==> config.mk <==
export PLATFORM = sky130hd
export DESIGN_NAME = speed_ramp
export DESIGN_NICKNAME = d
export VERILOG_FILES = /design/src/rtl/speed_ramp_pkg.sv /design/src/rtl/speed_ramp_input_debouncer.sv /design/src/rtl/speed_ramp.sv
export SDC_FILE = /design/constraint.sdc
export NUM_CORES = 1
export LEC_CHECK = 0
export CAP_MARGIN = 20
export CORE_ASPECT_RATIO = 0.6
export CORE_MARGIN = 2
export CORE_UTILIZATION = 30
export CTS_CLUSTER_SIZE = 30
export DETAILED_ROUTE_END_ITERATION = 12
export GPL_ROUTABILITY_DRIVEN = 1
export SYNTH_ARGS = -nofsm -noshare
export SYNTH_HDL_FRONTEND = slang
export SYNTH_SLANG_ARGS = --single-unit
==> constraint.sdc <==
create_clock -name clk -period 6.2 [get_ports clk]
set_clock_uncertainty 0.15 [all_clocks]
set_input_delay 0.93 -clock clk [delete_from_list [all_inputs] [get_ports clk]]
set_output_delay 0.93 -clock clk [all_outputs]
set_load 0.05 [all_outputs]
==> src/rtl/speed_ramp_pkg.sv <==
// Shared types and constants for the speed_ramp command stage.
package speed_ramp_pkg;

  localparam int SPEED_W_DEF = 3;

  typedef enum logic [1:0] {
    OFF       = 2'd0,
    HOLD      = 2'd1,
    RAMP_UP   = 2'd2,
    RAMP_DOWN = 2'd3
  } ramp_state_t;

  // Counter width for a modulus n, never narrower than one bit.
  function automatic int cnt_width(input int n);
    return (n > 1) ? $clog2(n) : 1;
  endfunction

endpackage

==> src/rtl/speed_ramp_input_debouncer.sv <==
// Synchronizes an asynchronous bus and accepts a new value only after it
// has been stable for DEBOUNCE_CYCLES consecutive cycles.
module input_debouncer
  import speed_ramp_pkg::*;
#(
  parameter int WIDTH           = 1,
  parameter int SYNC_STAGES     = 2,
  parameter int DEBOUNCE_CYCLES = 1000
) (
  input  logic             clk,
  input  logic             rst,
  input  logic [WIDTH-1:0] din,
  output logic [WIDTH-1:0] dout
);

  localparam int DB_W = cnt_width(DEBOUNCE_CYCLES);
  localparam logic [DB_W-1:0] DB_LAST = DB_W'(DEBOUNCE_CYCLES - 1);

  logic [SYNC_STAGES-1:0][WIDTH-1:0] sync_q;
  logic [WIDTH-1:0]                  cand;
  logic [DB_W-1:0]                   db_cnt;
  logic [WIDTH-1:0]                  din_s;

  assign din_s = sync_q[SYNC_STAGES-1];

  always_ff @(posedge clk) begin
    if (rst) begin
      sync_q <= '0;
    end else begin
      sync_q <= {sync_q[SYNC_STAGES-2:0], din};
    end
  end

  // The counter saturates at DB_LAST so a stable input keeps reloading dout.
  always_ff @(posedge clk) begin
    if (rst) begin
      cand   <= '0;
      db_cnt <= '0;
      dout   <= '0;
    end else if (din_s != cand) begin
      cand   <= din_s;
      db_cnt <= '0;
    end else if (db_cnt == DB_LAST) begin
      dout <= cand;
    end else begin
      db_cnt <= db_cnt + DB_W'(1);
    end
  end

endmodule

==> src/rtl/speed_ramp.sv <==
// Command stage for the PWM generator: debounces the speed switches and
// ramps the speed code one step per STEP_CYCLES, with soft stop on disable.
module speed_ramp
  import speed_ramp_pkg::*;
#(
  parameter int SPEED_W         = SPEED_W_DEF,
  parameter int SYNC_STAGES     = 2,
  parameter int DEBOUNCE_CYCLES = 1000,
  parameter int STEP_CYCLES     = 50000
) (
  input  logic               clk,
  input  logic               rst,
  input  logic [SPEED_W-1:0] target_in,
  input  logic               enable_in,
  output logic [SPEED_W-1:0] speed_out,
  output logic               enable_out,
  output logic               ramping,
  output logic               at_target
);

  localparam int STEP_W = cnt_width(STEP_CYCLES);
  localparam logic [STEP_W-1:0] STEP_LAST = STEP_W'(STEP_CYCLES - 1);

  ramp_state_t            state;
  logic [STEP_W-1:0]      step_cnt;
  logic [SYNC_STAGES-1:0] enable_sync;
  logic                   enable_s;
  logic [SPEED_W-1:0]     tgt_q;
  logic [SPEED_W-1:0]     goal;
  logic [SPEED_W-1:0]     speed_inc;
  logic [SPEED_W-1:0]     speed_dec;

  input_debouncer #(
    .WIDTH          (SPEED_W),
    .SYNC_STAGES    (SYNC_STAGES),
    .DEBOUNCE_CYCLES(DEBOUNCE_CYCLES)
  ) u_target_db (
    .clk (clk),
    .rst (rst),
    .din (target_in),
    .dout(tgt_q)
  );

  // Enable is only synchronized; the ramp itself filters its effect on duty.
  always_ff @(posedge clk) begin
    if (rst) begin
      enable_sync <= '0;
    end else begin
      enable_sync <= {enable_sync[SYNC_STAGES-2:0], enable_in};
    end
  end

  assign enable_s  = enable_sync[SYNC_STAGES-1];
  assign goal      = enable_s ? tgt_q : '0;
  assign speed_inc = speed_out + SPEED_W'(1);
  assign speed_dec = speed_out - SPEED_W'(1);

  always_ff @(posedge clk) begin
    if (rst) begin
      state      <= OFF;
      speed_out  <= '0;
      enable_out <= 1'b0;
      ramping    <= 1'b0;
      at_target  <= 1'b0;
      step_cnt   <= '0;
    end else begin
      case (state)
        OFF: begin
          if (enable_s) begin
            state      <= HOLD;
            enable_out <= 1'b1;
            at_target  <= 1'b1;
          end
        end
        HOLD: begin
          if (goal > speed_out) begin
            state     <= RAMP_UP;
            ramping   <= 1'b1;
            at_target <= 1'b0;
            step_cnt  <= '0;
          end else if (goal < speed_out) begin
            state     <= RAMP_DOWN;
            ramping   <= 1'b1;
            at_target <= 1'b0;
            step_cnt  <= '0;
          end else if (!enable_s && speed_out == '0) begin
            state      <= OFF;
            enable_out <= 1'b0;
            at_target  <= 1'b0;
          end
        end
        RAMP_UP: begin
          // Goal changes take priority over the pending step.
          if (goal == speed_out) begin
            state     <= HOLD;
            ramping   <= 1'b0;
            at_target <= 1'b1;
          end else if (goal < speed_out) begin
            state    <= RAMP_DOWN;
            step_cnt <= '0;
          end else if (step_cnt == STEP_LAST) begin
            speed_out <= speed_inc;
            step_cnt  <= '0;
            if (speed_inc == goal) begin
              state     <= HOLD;
              ramping   <= 1'b0;
              at_target <= 1'b1;
            end
          end else begin
            step_cnt <= step_cnt + STEP_W'(1);
          end
        end
        RAMP_DOWN: begin
          if (goal == speed_out) begin
            state     <= HOLD;
            ramping   <= 1'b0;
            at_target <= 1'b1;
          end else if (goal > speed_out) begin
            state    <= RAMP_UP;
            step_cnt <= '0;
          end else if (step_cnt == STEP_LAST) begin
            speed_out <= speed_dec;
            step_cnt  <= '0;
            if (speed_dec == goal) begin
              state     <= HOLD;
              ramping   <= 1'b0;
              at_target <= 1'b1;
            end
          end else begin
            step_cnt <= step_cnt + STEP_W'(1);
          end
        end
        default: state <= OFF;
      endcase
    end
  end

endmodule
==> results of run 1 <==
[cell type report]
type	instances	area, um^2	area share [%]
Timing Repair Buffer	11	110	3.77
Sequential cell	48	961	32.9
Clock inverter	3	47.5	1.63
Multi-Input combinational cell	224	1500	51.4
Clock buffer	5	125	4.28
Inverter	10	37.5	1.28
Tap cell	112	140	4.79
[cells in the mapped netlist, types with 5 or more instances]
cell / n / share of area, %
xor2_1: 16 / 5.5
dfxtp_1: 48 / 38
nand3_1: 17 / 3.3
nand4_1: 12 / 2.9
nor3_1: 8 / 1.6
ha_1: 8 / 3.9
a21oi_1: 13 / 2.5
nand2_1: 27 / 4.0
a31oi_1: 5 / 1.2
nor2b_1: 12 / 2.9
nor2_1: 34 / 5.0
xnor2_1: 7 / 2.4
inv_1: 10 / 1.5
clkbuf_1: 6 / 0.88
[final timing paths]
check | start | to | slack (ns) | depth (start not counted)
worst min-delay path | u_target_db.sync_q[1] | u_target_db.din_s[1] | 0.29 | 1
worst max register to register | enable_sync[1] | step_cnt[7] | 3.31 | 7
worst min register to register | u_target_db.sync_q[1] | u_target_db.din_s[1] | 0.29 | 1
worst max-delay path | rst | step_cnt[7] | 3.16 | 5
[per-layer routing]
metal / GRT usage [%] / vias to the layer above
li1: - / 1069
met1: 20.3 / 990
met2: 18.3 / 41
met3: 4.27 / 4
met4: 4.29 / 0
met5: 0 / -
[logic make-up after synthesis]
logic type,after synthesis,share of synthesized area (%)
buffers and inverters,22,3.57
AO/OA/AOI/OAI,47,14.7
multiplexers,4,1.62
AND/OR/NAND/NOR,140,28.9
flip-flops,48,37.6
XOR/XNOR,25,9.65
adder cells (fa/ha/maj),8,3.92
[flip-flops by register name, indices dropped and copies added, names as in the netlist]
signal / count
enable_sync: 2
u_target_db.db_cnt: 10
enable_out: 1
at_target: 1
u_target_db.sync_q: 3
ramping: 1
u_target_db.cand: 3
state: 2
step_cnt: 16
speed_out: 3
u_target_db.din_s: 3
u_target_db.dout: 3
[critical path, delay by kind of cell]
kind / cells / cell delay [ns]
buf+inv: 2 / 1.32
compound gates: 3 / 0.85
[power groups by stage]
stage / sequential (mW) / combinational (mW) / clock (mW)
2_1_floorplan: 0.330 / 0.0346 / 0
3_3_place_gp: 0.331 / 0.0470 / 0
3_5_place_dp: 0.330 / 0.0477 / 0
4_1_cts: 0.323 / 0.0480 / 0.326
5_1_grt: 0.325 / 0.0523 / 0.341
6_report: 0.324 / 0.0480 / 0.318
==> flow_metrics.py, run 1 <==
metrics = {
    "outcome": {
        "status": "finished clean",
    },
    "drt": {
        "wl_um": 5750,
        "top_layer": "met4",
        "met2_length_um": 2220,
        "ant_nets": 0,
        "dr.pass1.iters": 4,
        "drc_errors": 0,
        "wl_met1_um": 3180,
        "wl_per_cell_um": 13.9,
        "vias": 2104,
        "drtIter0Drc": 103,
        "met3_length_um": 307,
        "vias_per_cell": 5.09,
    },
    "clocking": {
        "cts_buffer_depth": 2,
        "cts_tree": "done",
        "htree_num_levels": 2,
        "clk_latency_ns": 0.30,
        "cts_setup_buffers": 0,
        "postCtsHoldBufs": 0,
        "cts.clk_slew.worst_paths_ns": 0.07,
        "cts.sinks": 48,
        "cts-root-buf": "clkbuf_16",
        "cts.repair.resized": 0,
        "cts_made_buffers": 5,
    },
    "power_and_ir_drop": {
        "internal-power_mw": 0.525,
        "p_sw_share_pct": 23.8,
        "power_frac_seq_pct": 47.0,
        "netSwitchingPower_mw": 0.164,
        "leakage_nw": 1.04,
        "irDropWorstVdd_mv": 0.168,
        "power.clock.fraction_pct": 46.1,
        "combPwrFrac_pct": 7.0,
        "cellPowerDensity_nw_per_um2": 236,
        "total_power_mw": 0.689,
    },
    "synth": {
        "synth_fp_nets": 308,
        "ys_ff_latch": 48,
        "ys_seq_area_share_pct": 37.6,
        "synth_edf_count": 0,
        "syn_inst": 294,
        "syn_avg_cell_area_um2": 8.69,
        "async_reset_ff_share_pct": 0,
        "synth.distinct_cells": 57,
        "ys.flop_type": "dfxtp_1",
        "syn_area_um2": 2550,
        "yosys_warnings": 0,
    },
    "layout": {
        "layout_commonest_cell": "dfxtp_1",
        "n_antenna_cell": 0,
        "drive_gt1_share_pct": 7.64,
        "fin_area_um2": 2920,
        "layoutNonFillerInstCount": 413,
        "syn2layout_area_growth_pct": 14.4,
        "mostFrequentLayoutCells": "48 x dfxtp_1, 34 x nor2_1, 27 x nand2_1",
        "final.fill_count": 896,
        "fin_nets": 314,
        "postLayoutCoreUtil_pct": 34.8,
    },
    "sta": {
        "rsz0062_at_grt": "false",
        "hold_viol": 0,
        "finalSetupViolCount": 0,
        "fmax_ghz": 0.329,
        "tns_ns": 0,
        "fin_crit_ns": 3.04,
        "period_share_pct": 49.0,
        "slew-limit-headroom_pct": 29.7,
        "worst_slack_ns": 3.16,
        "max_slew.worst_pin.slew_ns": 1.05,
        "whs_ns": 0.288,
        "maxSlewViolCount": 0,
    },
    "place": {
        "dpl.hpwl_um": 4230,
        "place_congestion": 0.815,
        "dp_slack_ns": 2.86,
        "portBuffers": 11,
        "place_inst": 405,
        "place_area_um2": 2750,
    },
    "floorplan": {
        "row_count": 26,
        "die_y_um": 75.5,
        "core_um2": 8390,
        "initial_core_util_pct": 30.4,
        "die_w_um": 123,
        "io_pins": 12,
        "dieArea_um2": 9300,
    },
    "critical_path": {
        "critPathMaxFanout": 28,
        "cp.arrival_ns": 3.11,
        "crit_required_ns": 6.27,
        "start_kind": "primary input",
        "crit_type": "primary input to flip-flop",
        "cp-end-kind": "flip-flop",
        "crit_path_top_delay_cell": "clkdlybuf4s50_1",
        "cp_cell_sequence": "clkdlybuf4s50_1, inv_1, o21ai_0, a2111o_1, a31oi_1",
        "max_stage_delay_ns": 0.95,
    },
    "worst_hold_path": {
        "hp-class": "flip-flop to flip-flop",
    },
    "global_route": {
        "grt_pass1_wl_um": 9690,
        "grt_use_total_pct": 13.6,
        "antenna_found_initial": 0,
        "grt_pass1_vias": 1944,
        "grt_max_degree": 29,
        "grt_overflow": 0,
    },
    "flow_run": {
        "maxCapViolCount": 0,
    },
}
(Power assumes the default switching activity.)
==> run 2: changes to the inputs <==
Clock period 6.2 ns to 2.8 ns, I/O delays scaled along.
==> run 2 against run 1 <==
Compared with the run above:
- wire length decreased by 3.5%
- via count decreased by 0.90%
- final area increased by 1.8%
- flip-flop and latch count unchanged
- die area unchanged
- setup slack got worse by 2.9 ns
- largest power group unchanged
- highest routed layer unchanged
==> flow_metrics.py, run 2 (same netlist as run 1, synthesis figures left out) <==
metrics = {
    "power_and_ir_drop": {
        "internal-power_mw": 1.17,
        "total_power_mw": 1.53,
        "p_sw_share_pct": 23.6,
        "netSwitchingPower_mw": 0.362,
        "power_frac_seq_pct": 46.2,
        "combPwrFrac_pct": 8.0,
        "power.clock.fraction_pct": 45.8,
        "irDropWorstVdd_mv": 0.237,
        "cellPowerDensity_nw_per_um2": 515,
        "leakage_nw": 1.08,
    },
    "critical_path": {
        "reg2reg_slack_ns": 0.29,
        "cp.arrival_ns": 2.54,
        "r2r-start": "enable_sync[1]",
        "cp-end-kind": "flip-flop",
        "regToRegEndpoint": "state[0]",
        "crit_type": "flip-flop to flip-flop",
        "ff2ff_path_depth": 8,
        "crit_required_ns": 2.83,
        "start_kind": "flip-flop",
        "critPathMaxFanout": 6,
    },
    "floorplan": {
        "core_um2": 8390,
        "row_count": 26,
        "io_pins": 12,
        "die_y_um": 75.5,
        "initial_core_util_pct": 30.4,
        "die_w_um": 123,
        "dieArea_um2": 9300,
    },
    "drt": {
        "met2_length_um": 2040,
        "drc_errors": 0,
        "top_layer": "met4",
        "vias_per_cell": 4.96,
        "drtIter0Drc": 118,
        "dr.pass1.iters": 4,
        "wl_per_cell_um": 13.2,
        "vias": 2085,
        "wl_um": 5550,
        "ant_nets": 0,
        "wl_met1_um": 3030,
        "met3_length_um": 421,
    },
    "sta": {
        "maxSlewViolCount": 0,
        "max_slew.worst_pin.slew_ns": 0.648,
        "rsz0062_at_grt": "false",
        "slew-limit-headroom_pct": 56.4,
        "tns_ns": 0,
        "fin_crit_ns": 2.51,
        "fmax_ghz": 0.399,
        "finalSetupViolCount": 0,
        "period_share_pct": 89.6,
        "hold_viol": 0,
    },
    "place": {
        "dpl.hpwl_um": 4030,
        "place_inst": 412,
        "place_congestion": 0.856,
        "place_area_um2": 2800,
        "portBuffers": 11,
    },
    "flow_run": {
        "maxCapViolCount": 0,
    },
    "layout": {
        "fin_area_um2": 2980,
        "layout_commonest_cell": "dfxtp_1",
        "syn2layout_area_growth_pct": 16.5,
        "largest_reg_flops": 16,
        "fin_nets": 321,
        "layoutNonFillerInstCount": 420,
        "postLayoutCoreUtil_pct": 35.5,
        "drive_gt1_share_pct": 9.74,
        "n_antenna_cell": 0,
        "mostFrequentLayoutCells": "48 x dfxtp_1, 34 x nor2_1, 27 x nand2_1",
        "reg_top3": "step_cnt (16), u_target_db.db_cnt (10)",
        "largest-register": "step_cnt",
    },
    "clocking": {
        "cts_made_buffers": 5,
        "cts_buffer_depth": 2,
        "cts.sinks": 48,
        "cts.clk_slew.worst_paths_ns": 0.07,
        "cts_setup_buffers": 0,
        "cts-root-buf": "clkbuf_16",
        "htree_num_levels": 2,
        "cts.repair.resized": 0,
        "postCtsHoldBufs": 0,
        "cts_tree": "done",
        "clk_latency_ns": 0.29,
    },
    "worst_hold_path": {
        "worstHoldEndpoint": "u_target_db.din_s[1]",
        "hp-class": "flip-flop to flip-flop",
        "whs_path_depth": 1,
        "min_from": "u_target_db.sync_q[1]",
    },
    "global_route": {
        "grt_overflow": 0,
        "grt_use_total_pct": 13.2,
        "grt_max_degree": 28,
        "grt_pass1_vias": 1962,
        "antenna_found_initial": 0,
        "grt_pass1_wl_um": 9660,
    },
    "outcome": {
        "status": "finished clean",
    },
}
run 2: cell count changes in the layout (fill, tap and decap cells not counted), sizes merged:
cell,before,now
buf,0,7
clkinv,2,0
clkinvlp,0,1
inv,10,11
run 2: cell type report:
cell class | instances | area, um^2
repair buffers | 18 | 163
well taps | 112 | 140
flip-flops and latches | 48 | 961
multi-input cells | 224 | 1500
inverters | 10 | 37.5
clock inverters | 3 | 46.3
fillers | 862 | 5420
clock buffers | 5 | 125
run 2: power by group through the flow:
stage | clock (mW) | combinational [mW] | sequential [mW]
floorplan | 0 | 0.0765 | 0.731
global placement | 0 | 0.121 | 0.724
detailed placement | 0 | 0.121 | 0.723
CTS | 0.716 | 0.121 | 0.708
global route | 0.744 | 0.134 | 0.710
finish | 0.702 | 0.122 | 0.708
run 2: critical path, stage by stage (launching register included):
cell     delay (ns)
dfxtp_1        0.36
nand2_1        0.15
inv_1          0.07
ha_1           0.32
nand3_1        0.23
a21o_1         0.28
o32ai_2        0.47
a31oi_1        0.08
o221a_2        0.28
run 2: how the worst max path moves through the flow:
stage	startpoint	slack, ns	to	cells past startpoint
finish	enable_sync[1]	0.29	state[0]	8
global route	enable_sync[1]	0.08	step_cnt[7]	7
CTS	enable_sync[1]	0.28	step_cnt[7]	7
detailed placement	enable_sync[1]	0.28	step_cnt[7]	7
global placement	enable_sync[1]	0.34	state[0]	8
floorplan	speed_out[1]	0.22	state[0]	8
run 2: metal layers:
layer / global-route usage, % / vias up
li1: - / 1077
met1: 21.1 / 941
met2: 16.9 / 63
met3: 2.69 / 4
met4: 4.55 / 0
met5: 0 / -
run 2: metrics by stage:
step	setup slack, ns	hold slack (ns)
floorplan	0.216	0.264
global placement	0.337	0.265
detailed placement	0.282	0.277
CTS	0.280	0.294
global route	0.0802	0.305
finish	0.293	0.289
